## src/rtl/pipe_stage_skid.sv

```systemverilog
// -----------------------------------------------------------------------------
// pipe_stage_skid
//   Generic inter-stage pipeline register with a valid/ready handshake, an
//   external stall, a synchronous flush and a 2-entry skid buffer. in_ready is
//   driven from registered state plus stall only, so no combinational ready
//   path crosses the stage. The payload is opaque: neighbouring stages pack
//   and unpack their own fields.
//
// Parameters
//   DATA_W          payload width in bits (>= 1)
//   RST_VAL         out_data value after reset
//   FLUSH_CLR_DATA  1: flush also loads RST_VAL into both entries
//                   0: flush clears the valid bits only
//
// Ports
//   clk        in   rising-edge clock
//   rst        in   asynchronous active-high reset
//   stall      in   hold everything; no beat accepted or released
//   flush      in   kill all held beats and any beat offered this cycle
//   in_valid   in   upstream beat valid
//   in_ready   out  stage can accept a beat
//   in_data    in   upstream payload [DATA_W]
//   out_valid  out  downstream beat valid
//   out_ready  in   downstream accepts
//   out_data   out  downstream payload [DATA_W] (main entry)
//   occ        out  entries held: 0, 1 or 2
//
// Optional build macro: PIPE_STAGE_PERF_EN
//   Adds stall_cnt[31:0] (cycles stalled while holding a valid beat) and
//   bubble_cnt[31:0] (cycles downstream was ready but got nothing). Both
//   saturate and clear on flush.
// -----------------------------------------------------------------------------
module pipe_stage_skid #(
  parameter int                DATA_W         = 64,
  parameter logic [DATA_W-1:0] RST_VAL        = {DATA_W{1'b0}},
  parameter int                FLUSH_CLR_DATA = 0
) (
  input  logic              clk,
  input  logic              rst,
  input  logic              stall,
  input  logic              flush,
  input  logic              in_valid,
  output logic              in_ready,
  input  logic [DATA_W-1:0] in_data,
  output logic              out_valid,
  input  logic              out_ready,
  output logic [DATA_W-1:0] out_data,
  output logic [1:0]        occ
`ifdef PIPE_STAGE_PERF_EN
  ,
  output logic [31:0]       stall_cnt,
  output logic [31:0]       bubble_cnt
`endif
);

  // Occupancy is encoded directly by the two valid bits {m_v, s_v}.
  typedef enum logic [1:0] {
    EMPTY = 2'b00,
    ONE   = 2'b10,
    TWO   = 2'b11
  } state_e;

  logic              m_v;
  logic              s_v;
  logic [DATA_W-1:0] m_d;
  logic [DATA_W-1:0] s_d;
  logic              rdy_q;   // low in reset, set on the first edge after release
  logic              acc;
  logic              rel;
  state_e            state;

  assign state     = state_e'({m_v, s_v});
  assign in_ready  = rdy_q && !s_v && !stall;
  assign acc       = in_valid && in_ready && !flush;
  assign rel       = m_v && out_ready && !stall;

  assign out_valid = m_v;
  assign out_data  = m_d;
  assign occ       = {1'b0, m_v} + {1'b0, s_v};

  // NOTE: the payload entries are reset along with the valids so out_data
  // shows RST_VAL (e.g. a PC reset vector) straight out of reset.
  always_ff @(posedge clk or posedge rst) begin
    if (rst) begin
      // NOTE: sequential state uses non-blocking assignments so every
      // register samples the pre-edge values of the others.
      m_v   <= 1'b0;
      s_v   <= 1'b0;
      m_d   <= RST_VAL;
      s_d   <= RST_VAL;
      rdy_q <= 1'b0;
    end else begin
      rdy_q <= 1'b1;
      if (flush) begin
        // Flush wins over stall and drops the beat offered this cycle.
        m_v <= 1'b0;
        s_v <= 1'b0;
        if (FLUSH_CLR_DATA != 0) begin
          m_d <= RST_VAL;
          s_d <= RST_VAL;
        end
      end else if (!stall) begin
        unique case (state)
          EMPTY: begin
            if (acc) begin
              m_v <= 1'b1;
              m_d <= in_data;
            end
          end
          ONE: begin
            if (acc && !rel) begin
              s_v <= 1'b1;
              s_d <= in_data;
            end else if (acc && rel) begin
              m_d <= in_data;
            end else if (rel) begin
              m_v <= 1'b0;
            end
          end
          TWO: begin
            // in_ready is low here, so only a release can happen.
            if (rel) begin
              m_d <= s_d;
              s_v <= 1'b0;
            end
          end
          default: begin
            // (0,1) is unreachable; fall back to EMPTY if it ever appears.
            m_v <= 1'b0;
            s_v <= 1'b0;
          end
        endcase
      end
    end
  end

`ifdef PIPE_STAGE_PERF_EN
  always_ff @(posedge clk or posedge rst) begin
    if (rst) begin
      stall_cnt  <= 32'd0;
      bubble_cnt <= 32'd0;
    end else if (flush) begin
      stall_cnt  <= 32'd0;
      bubble_cnt <= 32'd0;
    end else begin
      if (stall && m_v && (stall_cnt != 32'hFFFF_FFFF))
        stall_cnt <= stall_cnt + 32'd1;
      if (!stall && !m_v && out_ready && (bubble_cnt != 32'hFFFF_FFFF))
        bubble_cnt <= bubble_cnt + 32'd1;
    end
  end
`endif

endmodule

```

## config.mk

```make
export PLATFORM = sky130hd
export DESIGN_NAME = pipe_stage_skid
export DESIGN_NICKNAME = d
export VERILOG_FILES = /design/src/rtl/pipe_stage_skid.sv
export SDC_FILE = /design/constraint.sdc
export NUM_CORES = 1
export LEC_CHECK = 0
export CORE_MARGIN = 8
export CORE_UTILIZATION = 42
export DETAILED_ROUTE_END_ITERATION = 10
export PLACE_DENSITY = 0.71
export RECOVER_POWER = 25
export SLEW_MARGIN = 20
export SYNTH_ARGS = -nofsm -noshare
export SYNTH_HDL_FRONTEND = slang
export SYNTH_SLANG_ARGS = --single-unit
```

## constraint.sdc

```tcl
create_clock -name clk -period 4.7 [get_ports clk]
set_clock_uncertainty 0.2 [all_clocks]
set_input_delay 0.94 -clock clk [delete_from_list [all_inputs] [get_ports clk]]
set_output_delay 0.94 -clock clk [all_outputs]
set_load 0.01 [all_outputs]
```

Yosys cells after proc, flatten, opt, wreduce, memory -nomap -nowiden
Index checks and enable logic that the tools add are counted.
{"block": "word_totals", "register_bits": 131, "input_bits": 70}
{"block": "classes", "add_sub_neg": 1, "n_bitwise": 2, "n_mux": 16, "n_eq_ne": 15, "reduce_logical": 18}
{"operator": "2-to-1 mux 64 bit", "count": 4}
{"operator": "case mux 64 bit (3 select lines)", "count": 1}
{"operator": "!= test 3 bit, second input constant", "count": 6}
{"operator": "!= test 2 bit, second input constant", "count": 6}
{"operator": "2-to-1 mux 1 bit", "count": 9}
{"operator": "logical AND 1 bit", "count": 8}
{"operator": "AND reduction 4 bit", "count": 2}
{"operator": "AND reduction 7 bit", "count": 1}
{"operator": "case mux 1 bit (3 select lines)", "count": 2}
{"operator": "AND reduction 6 bit", "count": 1}
{"operator": "equality test 2 bit, second input constant", "count": 2}
{"operator": "logical NOT 1 bit", "count": 4}
{"operator": "nonzero test 3 bit", "count": 1}
{"operator": "adder 1 x 1 -> 2 bit", "count": 1}
{"operator": "logical NOT 2 bit", "count": 1}
{"operator": "!= test 2 x 1 -> 1 bit, second input constant", "count": 1}
{"operator": "inverter 1 bit", "count": 2}

Logic depth before layout (Yosys ltp)
Gate-level depths: netlist (run 1).
{"block": "depth", "word_depth": 11, "mapped_depth": 7}

Worst setup path before layout (run 1)
No wires, ideal clock.
{"block": "synth_timing", "path_kind": "input-to-output", "from": "in stall", "to": "out in_ready", "setup_slack_ps": 2311, "t_required_ps": 3560, "t_arrival_ps": 1249, "cell_stages": 1, "path_buffers": 0, "cell_sequence": "nor3b_1"}
{"block": "synth_via", "elab_chain_cells": 2}
{"item": "start, declared", "line_no": "40", "source": "input logic stall,"}
{"item": "logical NOT 1 bit"}
{"item": "logical AND 1 bit", "line_no": "73", "source": "assign in_ready = rdy_q && !s_v && !stall;"}
{"item": "end, declared", "line_no": "43", "source": "output logic in_ready,"}
No other way between the ends.

Worst setup path after layout (run 1)
{"block": "layout_timing", "from": "reg s_v", "to": "out occ[1]"}
{"block": "layout_via", "elab_chain_cells": 1}
{"item": "start, declared", "line_no": "64", "source": "logic s_v;"}
{"item": "start signal, assigned", "line_no": "88", "source": "s_v <= 1'b0;"}
{"item": "start signal, assigned", "line_no": "97", "source": "s_v <= 1'b0;"}
{"item": "start signal, assigned", "line_no": "112", "source": "s_v <= 1'b1;"}
{"item": "adder 1 x 1 -> 2 bit", "line_no": "79", "source": "assign occ = {1'b0, m_v} + {1'b0, s_v};"}
{"item": "end, declared", "line_no": "48", "source": "output logic [1:0] occ"}
No other way between the ends.

==> summary.md, run 1 <==
After clock tree synthesis, the clock-pin slew on the worst setup and hold paths is 0.06 ns. The synthesized-area fraction occupied by xor and xnor cells came out at 0%. The tools report the total congestion overflow after global routing as 0. The shortest clock period the worst path allows after layout works out to 3.391 ns. The root buffer cell was sky130_fd_sc_hd__clkbuf_16.

Data arrives at the worst endpoint at 2.25 ns. Counting flops and latches in the post-synthesis netlist gives 131. Total number of vias: 3483. By area the synthesized netlist is led by sky130_fd_sc_hd__dfrtp_1, sky130_fd_sc_hd__mux2_2, sky130_fd_sc_hd__mux2_4, sky130_fd_sc_hd__buf_12, sky130_fd_sc_hd__buf_6. Most frequently used flop master after synthesis: sky130_fd_sc_hd__dfrtp_1. After synthesis, the largest family of logic cells by area is multiplexers. For this design the static power due to leakage is 0.003628 uW. The setup check on the worst reg-to-reg path leaves a slack of 1.82 ns.

The sequential group share of total power is 42.4%, and the count of warnings emitted by yosys is 0. The layout overhead on the synthesized area was 31.81%. The max-cap violation count came out at 1. The run gives 0.7929 as the routability-driven placement congestion ratio. Largest fanout on the critical path: 24. Global routing used 14.40% of the available tracks across all layers. At the later pin of the worst-skew pair, clock insertion delay measures 0.41 ns. The first TritonRoute pass finished after 4 iterations. In this run the number of H-tree levels came out at 4. The die span in x works out to 136.6 um. In the post-synthesis netlist, the cell with the most instances is sky130_fd_sc_hd__dfrtp_1. The post-synthesis compound-gate area fraction works out to 0.8393%. Share of async-settable or async-resettable flops after synthesis: 100.0%. TritonCTS built the clock tree. In this run the standard cell core region covers 14370 um2.

The critical path data required time is 3.56 ns. By count the netlist is led by sky130_fd_sc_hd__dfrtp_1, sky130_fd_sc_hd__mux2_2, sky130_fd_sc_hd__mux2_4. Counting flops with a built-in enable in the synthesized netlist gives 0. Synthesis handed over a netlist of 371 instances. The first routing iteration left 148 violations. After detailed routing, the number of remaining DRC violations is 0. Setup total negative slack on the finished layout was measured at 0 ns. The post-CTS repair timing setup buffer count came out at 0. The total non-filler cell area in the finished layout was 8056 um2; the number of antenna diodes was 0. After synthesis, the share of cell area in mux cells is 39.06%. The clock drives 131 sinks. The worst hold path belongs to the class reg2reg. The depth of the worst register-to-register path is 4, and the fraction of power consumed by the clock network is 32.9%.

Summed over all instances, the cell type with the most area after synthesis is sky130_fd_sc_hd__dfrtp_1. Dividing total power by cell area gives a power density of 448.4 nW/um2. The peak clock frequency supported by timing is 294.9 MHz, and the worst ir drop on vdd is 0.2916 mV.

The worst hold path endpoint was out_data[63]. The number of distinct library cells after synthesis was 27; the count of buffers inserted at the top-level ports was 137. Measured against its own limit, the worst slew margin works out to -60.25%. The area share of and/or/nand/nor cells after synthesis is 1.372%, and the final cell utilization of the core is 56.07%. The slew at the pin closest to its max-slew limit is 2.391 ns, and the vias per cell is 4.933. The run finished, with violations left. The tools report the launching element type of the critical path as a flip-flop.

In this run switching power makes up 26.29% of total power. In this run the cell area measured after placement is 7522 um2. The layout net count was 583. The mapped netlist covers 6112 um2. Final-report max-slew violation count: 53. The checks that failed: max-capacitance violations, max-slew violations. Number of global-route vias before repair: 3941. The height of the die works out to 136.6 um. The total wire length after detailed routing is 12980 um. Setup violations remaining at the end of the flow were counted as 0. The run gives 1.309 ns as the minimum setup slack in the final design.

The detail route stage leaves a number of antenna-violating nets equal to 0. In this run, post-CTS hold repair placed 0 buffers. Kind of critical path: reg2out.

The run gives 21120 um as the global-route wire length before repair. Counting the fill cells in the layout gives 1133. The beginning of the worst register-to-register path is s_v.

The tools report the net count after synthesis as 445. The final period utilization was 72.15%. Once the floorplan was initialized, standard cells occupied 42.54% of the core. Setup repair after global routing left no endpoint under its margin. The total internal power came out at 2663 uW. Initial antenna violation count: 0. In this run the deepest clock path goes through 2 buffers. The hold path depth was 1; the post-cts repair resize count was 0.

Summing the areas of all fa, ha and maj instances in the mapped netlist gives 0.8188% of the synthesized area. Dividing the synthesized area by the synthesized cell count gives 16.47 um2. The logs give 949.6 uW for the net switching power and 8334 um for the post-detailed-placement half-perimeter wirelength. After detailed routing, the average wire length per cell comes to 18.38 um. The share of the Yosys chip area taken by registers is 53.63%. The share of final-layout standard cells stronger than drive strength 1 works out to 43.30%.

For the final-report hold violation count, the log shows 0. STA classifies the critical path endpoint as a primary output. The tools report the endpoint of the most critical register-to-register path as out_data[43].

The launch instance of the worst min-delay path was out_data[63]. The logs give 44 for the number of cell rows and 18670 um2 for the floorplan die area. The worst slack at placement is 1.144 ns, and the largest net degree at the start of global routing is 80. The run gives 17 as the number of clock buffers inserted by TritonCTS. Combinational group share of total power: 24.6%.

The count of pins on the block boundary was 138; the top-area cell type share of the netlist area was 53.63%.
## state kept, by name, summed over array words and instances, names as in the netlist
name / flops
rdy_q: 1
out_data: 64
s_d: 64
s_v: 1
out_valid: 1
## power groups by stage
stage / Clock [uW] / Combinational, uW / Sequential, uW
final: 1190 / 890 / 1530
after global routing: 1280 / 952 / 1570
after CTS: 1230 / 910 / 1540
after detailed placement: 0 / 904 / 1550
after global placement: 0 / 887 / 1540
after floorplan: 0 / 322 / 1600
## routing by layer
metal	share of wire, %	global-route usage (%)
met5	0	0
met4	1.6	6.467
met2	49	22.72
met3	6.0	4.369
met1	44	17.85
## worst max path at each step
stage                        end  slack [ns]  startpoint
floorplan            out_data[0]        0.06         rst
global placement    out_data[58]        1.22       stall
detailed placement   out_data[2]        1.14       stall
CTS                       occ[1]        1.27         s_v
global route              occ[1]        1.20         s_v
finish                    occ[1]        1.31         s_v
## through the flow
stage / std cells / total power [uW] / hold WS [ns]
after detailed placement: 674 / 2452 / 0.2867
after floorplan: 371 / 1923 / 0.2736
final: 706 / 3612 / 0.2945
after global placement: 674 / 2431 / 0.2710
after CTS: 706 / 3675 / 0.2994
after global routing: 706 / 3800 / 0.3108
## cell families (layout without fill, tap and decap cells)
family	after synthesis	after routing
muxes	192	192
DFF	131	131
buffers and inverters	25	176
and+or+nand+nor	11	11
AOI/OAI and AO/OA	7	7
adders and majority gates	4	4
other	1	1
## layout make-up
cell class	instances	area [um2]	area share [%]
sequential	131	3278	40.69
timing repair buffer	141	1414	17.55
inverter	3	12.51	0.1553
multi-input combinational	215	2586	32.10
clock inverter	14	106.4	1.320
tap	184	230.2	2.858
clock buffer	18	429.2	5.327
## worst max-delay path, cell delays in order, from the launching register on
cell,delay (ns)
sky130_fd_sc_hd__dfrtp_1,0.51
sky130_fd_sc_hd__ha_2,0.67
sky130_fd_sc_hd__clkdlybuf4s50_1,0.66
## layout by cell type (no fill, tap or decap), types with 4 or more instances in the layout
cell	Yosys	final
sky130_fd_sc_hd__clkbuf_16	0	17
sky130_fd_sc_hd__clkdlybuf4s50_1	0	136
sky130_fd_sc_hd__clkinv_4	0	4
sky130_fd_sc_hd__clkinvlp_4	0	4
sky130_fd_sc_hd__dfrtp_1	131	131
sky130_fd_sc_hd__mux2_1	5	5
sky130_fd_sc_hd__mux2_2	127	127
sky130_fd_sc_hd__mux2_4	60	60
Note: power is estimated with default switching activity, not from simulation.
==> inputs of run 2 (changes only) <==
clock period = 2.95 ns   (was 4.7 ns; I/O delays follow)
==> run 2 against run 1 <==
Compared with the run above: global-route usage rose by 0.47 points; core utilization rose by 1.3 points; critical endpoint unchanged; critical path type unchanged; combinational power rose by 61%; setup slack got worse by 1.1 ns; first-iteration DRC count fell by 22%; cell area rose by 2.2%; largest power group unchanged; register-to-register slack got worse by 1.3 ns; sequential power rose by 60%; wire length rose by 2.2%; the run now ends clean.
==> summary.md, run 2 (same netlist as run 1, synthesis figures left out) <==
The floorplan step set the die height to 136.6 um. Type of the worst min-delay path: reg2reg. Slew at the pin closest to its max-slew limit: 1.161 ns. Setup repair after global routing left no endpoint under its margin.

The layout net count came out at 590. Root buffer cell: sky130_fd_sc_hd__clkbuf_16. The critical path's largest stage delay came out at 0.60 ns.

The worst endpoint data arrival time is 1.94 ns, and the depth of the worst register-to-register path is 6. The smallest clock period supported by the final layout is computed as 2.730 ns. Setup violations remaining at the end of the flow were counted as 0. The run gives 0 as the remaining number of nets flagged by the antenna check after routing. The clock tree synthesis step divided the H-tree into 4 levels. The count of pins on the block boundary was 138.

The post-cts repair resize count is 0. In this run the critical register-to-register path is captured at out_data[56]. Worst ir drop on vdd: 0.3368 mV. The startpoint identified for the worst register-to-register timing path is s_v. The max-cap violation count is 0.

Following the worst setup path forward leads to its endpoint at occ[1]. Walking the worst path, the cells encountered are ha_4 > clkdlybuf4s50_1. The share of final-layout standard cells stronger than drive strength 1 is 43.86%, and the standard cell core area is 14370 um2. In this run the worst setup path begins at s_v. The final-report hold violation count is 0, and the number of cell rows is 44. The number of buffers added to fix hold violations after cts is 0, and the routability-driven placement congestion ratio is 0.7923. Across all register-to-register paths, the minimum setup slack is 0.54 ns. The critical path data required time came out at 2.16 ns. The run gives 0 as the total congestion overflow after global routing.

The worst pin sits at a relative slew slack of 22.16%. Compared with the post-synthesis result, the final layout area differs by 34.76%. Along the worst path, the maximum fanout reaches 21.

In the final routed layout, each cell accounts on average for 18.61 um. The logs give 4020 for the number of global-route vias before repair and 18670 um2 for the floorplan die area. The leading cell type in the layout, fill and taps excluded is sky130_fd_sc_hd__clkdlybuf4s50_1.

Summed over all failing endpoints, the final setup total negative slack is 0 ns. The tools report the post-CTS repair timing setup buffer count as 0. The flow ran to the end, and the final reports show no timing, DRC or antenna violations.

The global-route wire length before repair came out at 21530 um. The library cells used most frequently in the layout, excluding fill and tap cells, are sky130_fd_sc_hd__clkdlybuf4s50_1, sky130_fd_sc_hd__dfrtp_1, sky130_fd_sc_hd__mux2_2. TritonCTS built the clock tree.

The run gives 131 as the count of clock tree sinks. The tools report the peak clock frequency supported by timing as 366.3 MHz. The slowest stage of the critical path is the sky130_fd_sc_hd__clkdlybuf4s50_1 cell. The deepest clock path buffer count came out at 2.

For the leakage power figure, the log shows 0.003710 uW. Launching element type of the critical path: a flip-flop. For this configuration, the core starts out at a cell density of 42.54%. The number of antenna diodes in the final layout is 0.

Dividing the detail-routed via count by the number of cells gives 5.010. The total wire length after detailed routing is 13270 um. After layout, the worst setup slack is 0.2199 ns.

Initial antenna violation count: 0. After clock tree synthesis, the clock-pin slew on the worst setup and hold paths is 0.06 ns. The tools report the worst-skew pair later-pin latency as 0.41 ns.

In this run the power density over the cells is 742.0 nW/um2. The number of clock buffers inserted by TritonCTS is 17, and the final-report max-slew violation count is 0. The number of remaining DRC errors is 0. The critical path is of the reg2out type. The total number of vias was 3572; the die span in x was 136.6 um. The pre-antenna-repair detailed-routing pass consisted of 4 iterations. Buffers placed on the I/O ports in this run total 137. In this run, the number of DRC markers left after iteration 0 of detailed routing was 115. Timing analysis after detailed placement gives a worst setup slack of 0.1297 ns. Of the available clock period, the critical path in the final layout requires 92.55%. The worst setup path is captured at a primary output. Global routing used 14.88% of the available tracks.

Summed over all nets, the half-perimeter wirelength after detailed placement is 9187 um. Entering global routing, the biggest net connects 44 pins.
==> run 2: routing by layer <==
| layer | global-route usage (%) | vias up | wire length [um] |
|---|---|---|---|
| met5 | 0 | - | 0 |
| met4 | 6.650 | 0 | 245 |
| met3 | 4.736 | 23 | 830 |
| met2 | 23.89 | 110 | 6644 |
| met1 | 17.96 | 1816 | 5546 |
| li1 | - | 1623 | - |
==> run 2: stage by stage <==
stage                     hold WS [ns]  power [uW]  instance area (um2)  cells  utilization [%]
after floorplan                 0.2736        3065                 6116    371                -
after global placement          0.2697        3883                 7611    681            52.97
after detailed placement        0.2805        3932                 7611    681            52.97
after CTS                       0.2931        6198                 8247    713            57.39
after global routing            0.3087        6401                 8237    713            57.32
final                           0.2885        6111                 8237    713            57.32
==> run 2: how the worst min path moves through the flow <==
stage,from,endpoint,slack [ns],depth (start not counted)
floorplan,s_d[10],s_d[10],0.27,1
global placement,out_data[63],out_data[63],0.27,1
detailed placement,out_data[63],out_data[63],0.28,1
CTS,out_data[63],out_data[63],0.29,1
global route,out_data[41],out_data[41],0.31,1
finish,out_data[63],out_data[63],0.29,1
==> run 2: worst max-delay path: cells and delay by family, from the launching register on <==
kind       cells  cell delay [ns]
flops          1             0.52
fa+ha+maj      1             0.39
buf+inv        1             0.60
==> run 2: final cells by class <==
cell class	instances	area, um2
multi-input combinational	215	2596
fill	1121	6132
clock inverter	13	182.7
tap	184	230.2
clock buffer	19	452.9
sequential	131	3278
timing repair buffer	148	1484
inverter	3	12.51
==> run 2: power by group <==
part	switching, uW	internal (uW)
logic	469	962
registers	240	2210
clock network	778	1450
total	1490	4620
==> patch, RTL diff (settings of run 2) <==
Set the parameter `DATA_W` to 68 (it was 64).
--- a/src/rtl/pipe_stage_skid.sv
+++ b/src/rtl/pipe_stage_skid.sv
@@ -31,7 +31,7 @@
 //   saturate and clear on flush.
 // -----------------------------------------------------------------------------
 module pipe_stage_skid #(
-  parameter int                DATA_W         = 64,
+  parameter int                DATA_W         = 68,
   parameter logic [DATA_W-1:0] RST_VAL        = {DATA_W{1'b0}},
   parameter int                FLUSH_CLR_DATA = 0
 ) (
Ports: changed (resized in_data and out_data); port bits go from 138 to 146. The function was not compared with the original's and may differ.
==> patch against run 2 <==
Power is 7.5% higher. Sequential share of layout area is 0.36 points higher. Non-clock buffer count up 8. Sequential cell count increased by 8. Worst setup slack gained 0.041 ns. Combinational power grew 7%. Design area increased by 5.2%. Count of clock-buffer cells in the layout increased by 2. Register-to-register slack improved by 0.08 ns. Via count is 5.5% higher. Routed wire length grew 6.1%. Synthesized area grew 2.6%. Largest power group unchanged. Highest routed layer unchanged.
==> patch: results (changes against run 2) <==
- Status: finished, final reports clean (unchanged)
- Tot Pwr: 6.57 mW (was 6.11 mW)
- Post-Route WL: 14.1 mm (was 13.3 mm)
- Vias in the first global route: 4296 (was 4020)
- Synthesized Nets: 469 (was 445)
- Worst path max stage delay: 0.62 ns (was 0.60 ns)
- Fillcell total: 1154 (was 1121)
- Leakage dissipation: 3.85 nW (was 3.71 nW)
- Met2 Routed Length: 7.09 mm (was 6.64 mm)
- Met1 Usage GRT: 0.179 (was 0.180)
- Via Count: 3768 (was 3572)
- DR iter-0 viols: 103 (was 115)
- Slew @ Worst Pin: 1.11 ns (was 1.16 ns)
- Worst VDD drop: 0.000562 V (was 0.000337 V)
- Largest net degree at the start of global routing: 58 (was 44)
- Overall routing resource usage: 0.151 (was 0.149)
- Placed instance count: 709 (was 681)
- Met2 usage: 0.250 (was 0.239)
- Clock group: 2.44 mW (was 2.23 mW)
- Routability Congestion: 0.765 (was 0.792)
- Synth cell count leaders: 164 x mux2_2, 139 x dfrtp_1, 40 x mux2_4 (was 131 x dfrtp_1, 127 x mux2_2, 60 x mux2_4)
- Min-delay src: s_d[3]$_DFFE_PP0P_ (was out_data[63]$_DFFE_PP0P_)
- Switch Pwr: 1.55 mW (was 1.49 mW)
- Fin nets: 622 (was 590)
- M3 GR Usage: 0.0483 (was 0.0474)
- M1 WL: 6.17 mm (was 5.55 mm)
- Final non-filler cell total: 741 (was 713)
- Mux share of post-synthesis cell area: 0.390 (was 0.391)
## patch: per-stage QoR
step | setup WS (ns) | hold WS (ns) | instance area (um^2) | util
3_5_place_dp | 0.198 | 0.287 | 8000 | 0.550
3_3_place_gp | 0.258 | 0.280 | 8000 | 0.550
5_1_grt | 0.189 | 0.318 | 8660 | 0.596
4_1_cts | 0.240 | 0.300 | 8680 | 0.597
6_report | 0.261 | 0.298 | 8660 | 0.596
2_1_floorplan | 0.425 | 0.274 | 6270 | -
## patch: final cells by class
type / instances / area share
multi-input combinational: 227 / 0.307
timing repair buffer: 156 / 0.184
tap: 184 / 0.0266
clock buffer: 21 / 0.0543
inverter: 3 / 0.00144
sequential: 139 / 0.402
clock inverter: 11 / 0.0247
## patch: logic make-up (layout without fill, tap and decap cells)
family                     after synthesis  after routing
muxes                                  204            204
DFF                                    139            139
adders and majority gates                4              4
and+or+nand+nor                         11             11
buffers and inverters                   25            191
other                                    1              1
AOI/OAI and AO/OA                        7              7
